### config.mk
export PLATFORM = sky130hd
export DESIGN_NAME = irq_ctrl
export DESIGN_NICKNAME = d
export VERILOG_FILES = /design/src/rtl/irq_ctrl.sv
export SDC_FILE = /design/constraint.sdc
export NUM_CORES = 1
export LEC_CHECK = 0
export BUFFER_PORTS_ARGS = -buffer_cell sky130_fd_sc_hd__buf_4
export CAP_MARGIN = 20
export CORE_MARGIN = 10
export CORE_UTILIZATION = 49
export CTS_CLUSTER_DIAMETER = 50
export DETAILED_ROUTE_END_ITERATION = 6
export PLACE_DENSITY = 0.86
export SLEW_MARGIN = 40
export SYNTH_ARGS = -nofsm -noshare
export SYNTH_HDL_FRONTEND = slang
export SYNTH_SLANG_ARGS = --single-unit
### constraint.sdc
create_clock -name clk -period 3.7 [get_ports clk]
set_input_delay 0.74 -clock clk [delete_from_list [all_inputs] [get_ports clk]]
set_output_delay 0.74 -clock clk [all_outputs]
set_load 0.005 [all_outputs]
### src/rtl/irq_ctrl.sv
// irq_ctrl -- fixed-priority interrupt controller with in-service nesting.
//
// Latches peripheral requests (rising-edge or level per source), masks them,
// and arbitrates by fixed priority (index 0 highest). Higher-priority sources
// can nest above one already in service. The CPU claims the current grant
// with an ACK write and retires the highest-priority in-service source with
// an EOI write.
//
// Ports:
//   clk      system clock
//   reset    asynchronous active-high reset
//   irq_src  raw interrupt requests, synchronous to clk
//   Addr     register word address
//   WE       one-cycle write strobe
//   Din      write data
//   Dout     read data, combinational from Addr and register state
//   HWInt    registered one-hot of the granted source
//   irq      registered OR of HWInt
//
// Register map: 0 PEND (RO), 1 MASK (RW), 2 CLR (W1C, edge sources),
//   3 ID (RO, bit31 valid, [2:0] index), 4 ACK (WO), 5 EOI (WO),
//   6 INSERV (RO), 7 reserved (reads 0).
module irq_ctrl #(
    parameter int               N_SRC     = 6,
    parameter logic [N_SRC-1:0] EDGE_MASK = {N_SRC{1'b1}}
) (
    input  logic             clk,
    input  logic             reset,
    input  logic [N_SRC-1:0] irq_src,
    input  logic [2:0]       Addr,
    input  logic             WE,
    input  logic [31:0]      Din,
    output logic [31:0]      Dout,
    output logic [N_SRC-1:0] HWInt,
    output logic             irq
);

    logic [N_SRC-1:0] src_q;
    logic [N_SRC-1:0] pend_q,   pend_d;
    logic [N_SRC-1:0] mask_q,   mask_d;
    logic [N_SRC-1:0] inserv_q, inserv_d;
    logic [N_SRC-1:0] hwint_q,  hwint_d;
    logic             irq_q,    irq_d;

    logic [N_SRC-1:0] set_edge;
    logic [N_SRC-1:0] clr;
    logic [N_SRC-1:0] eligible;
    logic [N_SRC-1:0] grant_oh;
    logic [N_SRC-1:0] ack_oh;
    logic [N_SRC-1:0] lowest_inserv_oh;
    logic [2:0]       id;
    logic             valid;
    logic             ack;
    logic             eoi;
    int               top;

    logic unused_din;
    assign unused_din = ^Din[31:N_SRC];

    assign set_edge = irq_src & ~src_q;
    assign clr      = (WE && Addr == 3'd2) ? Din[N_SRC-1:0] : '0;
    assign eoi      = WE && (Addr == 3'd5);
    assign ack      = WE && (Addr == 3'd4) && valid;
    assign ack_oh   = ack ? grant_oh : '0;

    // top is the priority level currently in service; only strictly
    // higher-priority (lower-index) sources may be granted above it.
    always_comb begin
        top              = N_SRC;
        lowest_inserv_oh = '0;
        for (int i = N_SRC - 1; i >= 0; i--) begin
            if (inserv_q[i]) begin
                top              = i;
                lowest_inserv_oh = '0;
                lowest_inserv_oh[i] = 1'b1;
            end
        end
        for (int i = 0; i < N_SRC; i++) begin
            eligible[i] = pend_q[i] & mask_q[i] & (i < top);
        end
        valid    = |eligible;
        id       = '0;
        grant_oh = '0;
        for (int i = N_SRC - 1; i >= 0; i--) begin
            if (eligible[i]) begin
                id          = 3'(i);
                grant_oh    = '0;
                grant_oh[i] = 1'b1;
            end
        end
    end

    always_comb begin
        for (int i = 0; i < N_SRC; i++) begin
            if (EDGE_MASK[i]) begin
                // A new edge wins over a simultaneous CLR or ACK.
                pend_d[i] = (pend_q[i] & ~clr[i] & ~ack_oh[i]) | set_edge[i];
            end else begin
                pend_d[i] = irq_src[i];
            end
        end
        mask_d   = (WE && Addr == 3'd1) ? Din[N_SRC-1:0] : mask_q;
        inserv_d = (inserv_q | ack_oh) & ~(eoi ? lowest_inserv_oh : '0);
        // The claimed request is withdrawn on the ACK edge itself.
        hwint_d  = ack ? '0 : grant_oh;
        irq_d    = |hwint_d;
    end

    always_ff @(posedge clk or posedge reset) begin
        if (reset) begin
            src_q    <= '0;
            pend_q   <= '0;
            mask_q   <= '0;
            inserv_q <= '0;
            hwint_q  <= '0;
            irq_q    <= 1'b0;
        end else begin
            src_q    <= irq_src;
            pend_q   <= pend_d;
            mask_q   <= mask_d;
            inserv_q <= inserv_d;
            hwint_q  <= hwint_d;
            irq_q    <= irq_d;
        end
    end

    always_comb begin
        Dout = '0;
        case (Addr)
            3'd0:    Dout[N_SRC-1:0] = pend_q;
            3'd1:    Dout[N_SRC-1:0] = mask_q;
            3'd3:    Dout = {valid, 28'd0, id};
            3'd6:    Dout[N_SRC-1:0] = inserv_q;
            default: Dout = '0;
        endcase
    end

    assign HWInt = hwint_q;
    assign irq   = irq_q;

endmodule

==> results of run 1 <==
==> state kept, by name (all words and copies together) (netlist names) <==
| signal | count |
|---|---|
| inserv_q | 6 |
| src_q | 6 |
| irq | 1 |
| HWInt | 6 |
| pend_q | 6 |
| mask_q | 6 |
==> cells by family (layout without fill, tap and decap cells) <==
family,after synthesis,after routing,synth area share
simple gates,60,60,0.215
buf+inv,36,46,0.136
mux,6,6,0.0402
other cells,1,25,0.00223
flops,31,31,0.462
compound gates,33,33,0.145
==> where the power goes <==
part | leakage (nW) | internal, mW | switching, mW
combinational | 0.523 | 0.165 | 0.158
sequential | 0.371 | 0.404 | 0.0636
clock | 0.0242 | 0.0673 | 0.105
total | 0.918 | 0.636 | 0.327
==> Yosys cell counts (2+ instances only) <==
cell | instances | share of area
dfrtp_1 | 31 | 0.46
buf_4 | 25 | 0.11
nand2_1 | 17 | 0.038
nor3_1 | 9 | 0.027
o21ai_0 | 8 | 0.024
a22oi_1 | 6 | 0.027
inv_1 | 6 | 0.013
mux2_2 | 6 | 0.040
nor2_1 | 6 | 0.013
clkbuf_1 | 5 | 0.011
o31ai_1 | 4 | 0.018
a22o_1 | 2 | 0.010
a2bb2oi_1 | 2 | 0.010
a32o_1 | 2 | 0.012
nand3_1 | 2 | 0.0060
nand3b_1 | 2 | 0.0089
nand4b_1 | 2 | 0.010
or3_2 | 2 | 0.0089
==> stage by stage <==
stage	total power, mW	hold WS, ns
after floorplan	0.692	0.409
after global placement	0.781	0.411
after detailed placement	0.792	0.421
after CTS	0.962	0.435
after global routing	1.03	0.451
final	0.963	0.433
==> worst min path at each step <==
stage                       startpoint                   to  slack (ns)
global route        src_q[2]$_DFF_PP0_  pend_q[2]$_DFF_PP0_        0.45
floorplan           src_q[2]$_DFF_PP0_  pend_q[2]$_DFF_PP0_        0.41
finish              src_q[2]$_DFF_PP0_  pend_q[2]$_DFF_PP0_        0.43
global placement    src_q[2]$_DFF_PP0_  pend_q[2]$_DFF_PP0_        0.41
CTS                 src_q[2]$_DFF_PP0_  pend_q[2]$_DFF_PP0_        0.43
detailed placement  src_q[2]$_DFF_PP0_  pend_q[2]$_DFF_PP0_        0.42
==> critical path, delay by kind of cell (launching register included) <==
kind | cells | cell delay, ns
AO/OA/AOI/OAI | 1 | 0.19
AND/OR/NAND/NOR | 3 | 1.37
flip-flops | 1 | 0.51
buffers and inverters | 1 | 0.15
==> layout by cell type (no fill, tap or decap), types with 6 or more instances in the layout <==
cell type and instances:
a22oi_1 6, buf_4 34, conb_1 25, dfrtp_1 31, mux2_2 6, nand2_1 17, nor2_1 6, nor3_1 9
o21ai_0 8
==> final cells by class <==
class | count | area share
Clock buffer | 6 | 0.0215
Inverter | 6 | 0.0117
Multi-Input combinational cell | 124 | 0.399
Sequential cell | 31 | 0.405
Tap cell | 46 | 0.0300
Timing Repair Buffer | 34 | 0.133
==> per-layer routing <==
layer | share of wire | GRT usage | wire (µm) | vias up
met5 | 0 | 0 | 0 | -
met1 | 0.42 | 0.156 | 1630 | 585
met2 | 0.45 | 0.181 | 1730 | 71
met3 | 0.11 | 0.0661 | 424 | 13
li1 | - | - | - | 626
met4 | 0.020 | 0.0466 | 79 | 0
==> impl_metrics.env, run 1 <==
export IMPL_status="completed"
export IMPL_io_pins=83
export IMPL_overflow=0
export IMPL_cts_max_level=2
export IMPL_rsz0062_at_grt="false"
export IMPL_clk_pin_slew_ns=0.09
export IMPL_cts_root_buf="clkbuf_4"
export IMPL_synth_seq_cells=31
export IMPL_wl_per_cell_um=15.6
export IMPL_tightestPinTransition_ns=0.621
export IMPL_tns_ns=0
export IMPL_finalWirelength_mm=3.86
export IMPL_endpoint_kind="output pin"
export IMPL_antennaDiodeCount=0
export IMPL_power_density_mw_per_mm2=502
export IMPL_antenna_found_initial=0
export IMPL_synth_flop_cell="dfrtp_1"
export IMPL_critPathLaunch="inserv_q[0]$_DFF_PP0_"
export IMPL_placedInstanceArea_mm2=0.00188
export IMPL_fp_row_count=21
export IMPL_hold_class="flop to flop"
export IMPL_clk_latency_ns=0.33
export IMPL_final_cell_area_mm2=0.00192
export IMPL_cp_slowest_cell="or4_4"
export IMPL_syn_inst=167
export IMPL_grt_max_degree=32
export IMPL_die_y_um=78.5
export IMPL_numCtsBuffers=5
export IMPL_layout_drive_gt1_share=0.284
export IMPL_rr_worst_depth=4
export IMPL_fin_ws_ns=0.404
export IMPL_cap_violations=0
export IMPL_vias=1295
export IMPL_synth_enable_flop_cells=0
export IMPL_crit_path_max_fanout=13
export IMPL_synthDistinctLibCells=48
export IMPL_post_place_ws_ns=0.779
export IMPL_holdPathStages=1
export IMPL_multi_input_area_um2=764
export IMPL_cts_tree="built"
export IMPL_min_period_over_period=0.891
export IMPL_max_freq_mhz=303
export IMPL_critPathCapture="Dout[0]"
export IMPL_final_antenna_net_count=0
export IMPL_firstDrtPassIters=5
export IMPL_clock_path_buffers=2
export IMPL_slowest_delay_ns=0.60
export IMPL_cp_cell_sequence="or4_4, or4b_4, and3_2, o21ai_0, buf_4"
export IMPL_crit_type="flop to output pin"
export IMPL_finalSetupViolations=0
export IMPL_syn_to_final_growth_pct=14.2
export IMPL_drtIter0Drc=150
export IMPL_period_needed_ns=3.30
export IMPL_slew_headroom=0.586
export IMPL_crit_path_start_kind="flop"
export IMPL_grt_pass1_vias=1300
export IMPL_numPortBuffers=31
export IMPL_leakagePower_nw=0.918
export IMPL_r2r_start="inserv_q[0]$_DFF_PP0_"
export IMPL_dpl_hpwl_mm=2.91
export IMPL_dp_cells=241
export IMPL_async_flop_share=1.00
export IMPL_r2r_end="pend_q[5]$_DFF_PP0_"
export IMPL_fin_util=0.574
export IMPL_required_ns=2.96
export IMPL_start_util=0.503
export IMPL_rrSetupSlack_ns=1.38
export IMPL_place_congestion=0.904
export IMPL_fin_cells=247
export IMPL_fillers=296
export IMPL_ys_warn_count=0
export IMPL_cts_sinks=31
export IMPL_dieArea_mm2=0.00617
export IMPL_ys_seq_area_frac=0.462
export IMPL_fp_dieW_um=78.5
export IMPL_grt_usage=0.126
export IMPL_finalHoldViolCount=0
export IMPL_grt_pass1_wl_mm=6.27
export IMPL_syn_mean_instance_area_um2=10.1
export IMPL_fin_nets=246
export IMPL_slew_viol_final=0
export IMPL_core_mm2=0.00334
export IMPL_post_cts_resized=0
export IMPL_seqCellArea_um2=776
export IMPL_drcViolationCount=0
export IMPL_fin_skew_ns=0.00430
export IMPL_cts_hold_buf=0
export IMPL_irDropWorstVdd_mv=0.326
export IMPL_postCtsSetupBuffers=0
export IMPL_via_per_inst=5.24
export IMPL_syn_area_mm2=0.00168
export IMPL_arrival_ns=2.56
Note: power is estimated with default switching activity, not from simulation.
==> run 2, diff against run 1 <==
--- a/config.mk
+++ b/config.mk
@@ -5,10 +5,11 @@
 export SDC_FILE = /design/constraint.sdc
 export NUM_CORES = 1
 export LEC_CHECK = 0
+export ABC_AREA = 1
 export BUFFER_PORTS_ARGS = -buffer_cell sky130_fd_sc_hd__buf_4
 export CAP_MARGIN = 20
 export CORE_MARGIN = 10
-export CORE_UTILIZATION = 49
+export CORE_UTILIZATION = 51
 export CTS_CLUSTER_DIAMETER = 50
 export DETAILED_ROUTE_END_ITERATION = 6
 export PLACE_DENSITY = 0.86
==> run 2 against run 1 <==
Compared with the run above: via count rose by 11%; power up 10%; register-to-register slack gained 0.83 ns; maximum frequency increased by 30%; routed wire length rose by 3.0%; highest routed layer unchanged.
==> impl_metrics.env, run 2 <==
export IMPL_status="completed"
export IMPL_power_density_mw_per_mm2=499
export IMPL_io_pins=83
export IMPL_period_needed_ns=2.53
export IMPL_p_sw_frac=0.369
export IMPL_firstDrtPassIters=4
export IMPL_p_clk_frac=0.240
export IMPL_yosys_top_cells_area="dfrtp_1, buf_4, nand2_1"
export IMPL_rsz0062_at_grt="false"
export IMPL_fp_dieW_um=80.5
export IMPL_post_cts_resized=0
export IMPL_syn_mean_instance_area_um2=8.50
export IMPL_post_place_ws_ns=1.21
export IMPL_grt_usage=0.127
export IMPL_hold_ws_ns=0.403
export IMPL_finalWirelength_mm=3.98
export IMPL_drcViolationCount=0
export IMPL_switchingPower_mw=0.391
export IMPL_layout_drive_gt1_share=0.276
export IMPL_grt_pass1_wl_mm=6.44
export IMPL_numCtsBuffers=5
export IMPL_dieArea_mm2=0.00649
export IMPL_min_period_over_period=0.684
export IMPL_clock_path_buffers=2
export IMPL_clk_latency_ns=0.29
export IMPL_synth_common_cells="nand2_1, inv_1, dfrtp_1"
export IMPL_overflow=0
export IMPL_via_per_inst=4.75
export IMPL_crit_path_max_fanout=6
export IMPL_required_ns=2.96
export IMPL_syn_area_mm2=0.00187
export IMPL_postCtsSetupBuffers=0
export IMPL_async_flop_share=1.00
export IMPL_vias=1438
export IMPL_core_mm2=0.00344
export IMPL_syn_to_final_growth_pct=13.9
export IMPL_yosysTopAreaCell="dfrtp_1"
export IMPL_endpoint_kind="output pin"
export IMPL_fin_skew_ns=0.00469
export IMPL_antennaDiodeCount=0
export IMPL_synth_top_area_frac=0.415
export IMPL_tns_ns=0
export IMPL_cts_tree="built"
export IMPL_leakagePower_nw=1.11
export IMPL_finalHoldViolCount=0
export IMPL_synth_seq_cells=31
export IMPL_final_cell_mix="nand2_1, inv_1, buf_4, dfrtp_1, conb_1"
export IMPL_ys_warn_count=0
export IMPL_comb_power_share=0.345
export IMPL_synth_enable_flop_cells=0
export IMPL_finalSetupViolations=0
export IMPL_max_freq_mhz=395
export IMPL_cts_max_level=2
export IMPL_grt_max_degree=32
export IMPL_grt_pass1_vias=1377
export IMPL_fin_util=0.618
export IMPL_fin_ws_ns=1.17
export IMPL_antenna_found_initial=0
export IMPL_start_util=0.543
export IMPL_seq_power_share=0.415
export IMPL_syn_inst=220
export IMPL_tightestPinTransition_ns=0.591
export IMPL_yosysMostFrequentCell="nand2_1"
export IMPL_fin_nets=300
export IMPL_irDropWorstVdd_mv=0.280
export IMPL_hold_class="flop to flop"
export IMPL_arrival_ns=1.79
export IMPL_wl_per_cell_um=13.1
export IMPL_place_congestion=0.905
export IMPL_slew_viol_final=0
export IMPL_fp_row_count=21
export IMPL_cts_hold_buf=0
export IMPL_synthDistinctLibCells=33
export IMPL_die_y_um=80.5
export IMPL_final_common_cell="nand2_1"
export IMPL_ys_seq_area_frac=0.415
export IMPL_synth_flop_cell="dfrtp_1"
export IMPL_final_antenna_net_count=0
export IMPL_dpl_hpwl_mm=3.12
export IMPL_cts_root_buf="clkbuf_8"
export IMPL_internal_power_mw=0.670
export IMPL_crit_type="primary input to output pin"
export IMPL_cap_violations=0
export IMPL_drtIter0Drc=120
export IMPL_slew_headroom=0.605
export IMPL_crit_path_start_kind="primary input"
export IMPL_cts_sinks=31
export IMPL_clk_pin_slew_ns=0.06
export IMPL_numPortBuffers=31
-- run 2: routing by layer --
layer / vias up / wire length [µm] / share of wire / GRT usage
met2: 55 / 1890 / 0.47 / 0.197
met4: 0 / 61 / 0.015 / 0.0581
met3: 7 / 381 / 0.096 / 0.0535
met5: - / 0 / 0 / 0
met1: 659 / 1650 / 0.41 / 0.147
li1: 717 / - / - / -
-- run 2: area by class of cell --
type | instances | area, µm²
fill | 327 | 1310
multi-input combinational | 152 | 846
sequential | 31 | 776
timing repair buffer | 32 | 240
inverter | 34 | 128
clock buffer | 7 | 76.3
tap | 46 | 57.6
clock inverter | 1 | 5.00
-- run 2: cells by family (layout without fill, tap and decap cells) --
logic type             count (synthesis)  count (layout)  share of synthesized area
and+or+nand+nor                       92              92                      0.282
DFF                                   31              31                      0.415
buffers and inverters                 61              74                      0.181
AOI/OAI and AO/OA                     35              35                      0.120
other                                  1              25                    0.00201
-- run 2: final timing paths --
path,depth (start not counted),end,start,slack (ns)
worst max-delay path,8,Dout[2],Addr[2],1.17
worst min-delay path,1,pend_q[5]$_DFF_PP0_,src_q[5]$_DFF_PP0_,0.40
worst max register to register,8,pend_q[2]$_DFF_PP0_,inserv_q[0]$_DFF_PP0_,2.21
worst min register to register,1,pend_q[5]$_DFF_PP0_,src_q[5]$_DFF_PP0_,0.40
max in group asynchronous,3,mask_q[2]$_DFFE_PP0P_,reset,2.89
min in group asynchronous,3,src_q[3]$_DFF_PP0_,reset,0.53
-- run 2: through the flow --
stage          cell area [µm²]  power, mW  std cells
2_1_floorplan             1960      0.719        244
3_3_place_gp              2050      0.799        295
3_5_place_dp              2050      0.811        295
6_report                  2130       1.06        303
5_1_grt                   2130       1.13        303
4_1_cts                   2130       1.07        303
-- run 2: worst max-delay path: stages --
cell	delay, ns
buf_4	0.15
inv_1	0.09
nor2_1	0.06
inv_1	0.17
o21ai_0	0.10
a21oi_1	0.23
o21ai_1	0.11
buf_4	0.15
-- run 2: power by group through the flow --
stage / combinational (mW) / sequential (mW) / clock, mW
final: 0.366 / 0.440 / 0.255
after global routing: 0.409 / 0.447 / 0.278
after CTS: 0.367 / 0.440 / 0.264
after detailed placement: 0.366 / 0.446 / 0
after global placement: 0.356 / 0.443 / 0
after floorplan: 0.279 / 0.441 / 0
==> run 3, diff against run 2 <==
--- a/config.mk
+++ b/config.mk
@@ -9,10 +9,10 @@
 export BUFFER_PORTS_ARGS = -buffer_cell sky130_fd_sc_hd__buf_4
 export CAP_MARGIN = 20
 export CORE_MARGIN = 10
-export CORE_UTILIZATION = 51
+export CORE_UTILIZATION = 47
 export CTS_CLUSTER_DIAMETER = 50
 export DETAILED_ROUTE_END_ITERATION = 6
-export PLACE_DENSITY = 0.86
+export PLACE_DENSITY = 0.81
 export SLEW_MARGIN = 40
 export SYNTH_ARGS = -nofsm -noshare
 export SYNTH_HDL_FRONTEND = slang
==> constraint.sdc (replaced) <==
create_clock -name clk -period 2.6 [get_ports clk]
set_input_delay 0.52 -clock clk [delete_from_list [all_inputs] [get_ports clk]]
set_output_delay 0.52 -clock clk [all_outputs]
set_load 0.005 [all_outputs]
==> run 3 against run 2 <==
Compared with the run above: clock skew shrank 0.0012 ns; first-iteration DRC count shrank 42%; routed wire length shrank 2.5%; count of clock-buffer cells in the layout is the same; sequential share of layout area is essentially flat; worst setup slack lost 0.76 ns; design area grew 0.12%; critical endpoint is now Dout[0].
==> impl_metrics.env, run 3 (synthesized netlist as in run 2, its figures left out) <==
export IMPL_slowest_delay_ns=0.44
export IMPL_via_per_inst=4.66
export IMPL_wl_per_cell_um=12.7
export IMPL_slew_headroom=0.612
export IMPL_slew_viol_final=0
export IMPL_clk_pin_slew_ns=0.06
export IMPL_io_pins=83
export IMPL_required_ns=2.08
export IMPL_status="completed"
export IMPL_cts_max_level=2
export IMPL_finalWirelength_mm=3.88
export IMPL_vias=1421
export IMPL_cts_sinks=31
export IMPL_crit_type="flop to output pin"
export IMPL_finalSetupViolations=0
export IMPL_postCtsSetupBuffers=0
export IMPL_leakagePower_nw=1.11
export IMPL_endpoint_kind="output pin"
export IMPL_seq_power_share=0.418
export IMPL_tightestPinTransition_ns=0.580
export IMPL_grt_max_degree=32
export IMPL_place_congestion=0.858
export IMPL_final_common_cell="nand2_1"
export IMPL_cts_root_buf="clkbuf_8"
export IMPL_rsz0062_at_grt="false"
export IMPL_antenna_found_initial=0
export IMPL_post_cts_resized=0
export IMPL_fin_nets=300
export IMPL_arrival_ns=1.67
export IMPL_cp_cell_sequence="nor2_2, nand2_1, nor2_2, nand3_1, nand2_1, nand2_1, nand2_1, nand2_1, nand2_1, buf_4"
export IMPL_dieArea_mm2=0.00690
export IMPL_internal_power_mw=0.954
export IMPL_min_period_over_period=0.843
export IMPL_crit_top_cell="nand2_1"
export IMPL_drtIter0Drc=70
export IMPL_switchingPower_mw=0.544
export IMPL_cts_tree="built"
export IMPL_grt_pass1_vias=1468
export IMPL_fin_util=0.569
export IMPL_layout_drive_gt1_share=0.276
export IMPL_core_mm2=0.00374
export IMPL_crit_path_max_fanout=5
export IMPL_fp_row_count=22
export IMPL_comb_power_share=0.344
export IMPL_crit_path_start_kind="flop"
export IMPL_start_util=0.499
export IMPL_final_antenna_net_count=0
export IMPL_p_sw_frac=0.363
export IMPL_die_y_um=83.1
export IMPL_antennaDiodeCount=0
export IMPL_clock_path_buffers=2
export IMPL_finalHoldViolCount=0
export IMPL_critPathLaunch="inserv_q[2]$_DFF_PP0_"
export IMPL_irDropWorstVdd_mv=0.403
export IMPL_hold_class="primary input to async pin"
export IMPL_drcViolationCount=0
export IMPL_fin_skew_ns=0.00348
export IMPL_clk_latency_ns=0.28
export IMPL_fp_dieW_um=83.1
export IMPL_cp_slowest_cell="dfrtp_1"
export IMPL_period_needed_ns=2.19
export IMPL_grt_pass1_wl_mm=6.53
export IMPL_numCtsBuffers=5
export IMPL_p_clk_frac=0.238
export IMPL_final_cell_mix="nand2_1, inv_1, buf_4, dfrtp_1, conb_1"
export IMPL_grt_usage=0.113
export IMPL_r2r_start="inserv_q[2]$_DFF_PP0_"
export IMPL_firstDrtPassIters=4
export IMPL_numPortBuffers=31
export IMPL_cts_hold_buf=0
export IMPL_tns_ns=0
export IMPL_power_density_mw_per_mm2=703
export IMPL_max_freq_mhz=456
export IMPL_cap_violations=0
export IMPL_rrSetupSlack_ns=1.13
export IMPL_syn_to_final_growth_pct=14.0
export IMPL_dpl_hpwl_mm=3.10
export IMPL_overflow=0
[run 3: cell counts in the layout (fill, tap and decap cells not counted)]
Identical to the previous run, type by type.
[run 3: cell type report]
class | count | area (µm²)
clock buffer | 7 | 76.3
clock inverter | 1 | 5.00
fill | 382 | 1610
inverter | 34 | 128
multi-input combinational | 152 | 846
sequential | 31 | 776
tap | 48 | 60.1
timing repair buffer | 32 | 240
[run 3: power by group through the flow]
stage / combinational, mW / clock, mW / sequential (mW)
finish: 0.515 / 0.357 / 0.626
floorplan: 0.396 / 0 / 0.627
global placement: 0.503 / 0 / 0.629
CTS: 0.518 / 0.367 / 0.626
detailed placement: 0.513 / 0 / 0.634
global route: 0.578 / 0.390 / 0.635
[run 3: worst paths after layout]
check,to,depth (start not counted)
max in group asynchronous,inserv_q[4]$_DFF_PP0_,3
setup / recovery,Dout[0],10
hold / removal,mask_q[2]$_DFFE_PP0P_,3
min in group clk,src_q[3]$_DFF_PP0_,1
setup reg to reg,pend_q[5]$_DFF_PP0_,7
hold reg to reg,pend_q[5]$_DFF_PP0_,1
[run 3: through the flow]
step / worst slack [ns] / instance area [µm²] / std cells / total power [mW] / hold WS (ns)
detailed placement: 0.581 / 2050 / 297 / 1.15 / 0.408
CTS: 0.411 / 2130 / 305 / 1.51 / 0.330
floorplan: 0.926 / 1960 / 244 / 1.02 / 0.392
global route: 0.257 / 2130 / 305 / 1.60 / 0.339
global placement: 0.595 / 2050 / 297 / 1.13 / 0.396
finish: 0.409 / 2130 / 305 / 1.50 / 0.320
[run 3: critical path: cells and delay by family, from the launching register on]
kind                   cells  cell delay, ns
buffers and inverters      1            0.11
DFF                        1            0.44
and+or+nand+nor            9            0.83
[run 3: per-layer routing]
| layer | track usage | wire [µm] | vias to the layer above |
|---|---|---|---|
| met5 | 0 | 0 | - |
| met2 | 0.186 | 1840 | 44 |
| met1 | 0.126 | 1750 | 655 |
| met3 | 0.0557 | 257 | 5 |
| li1 | - | - | 717 |
| met4 | 0.0277 | 37 | 0 |
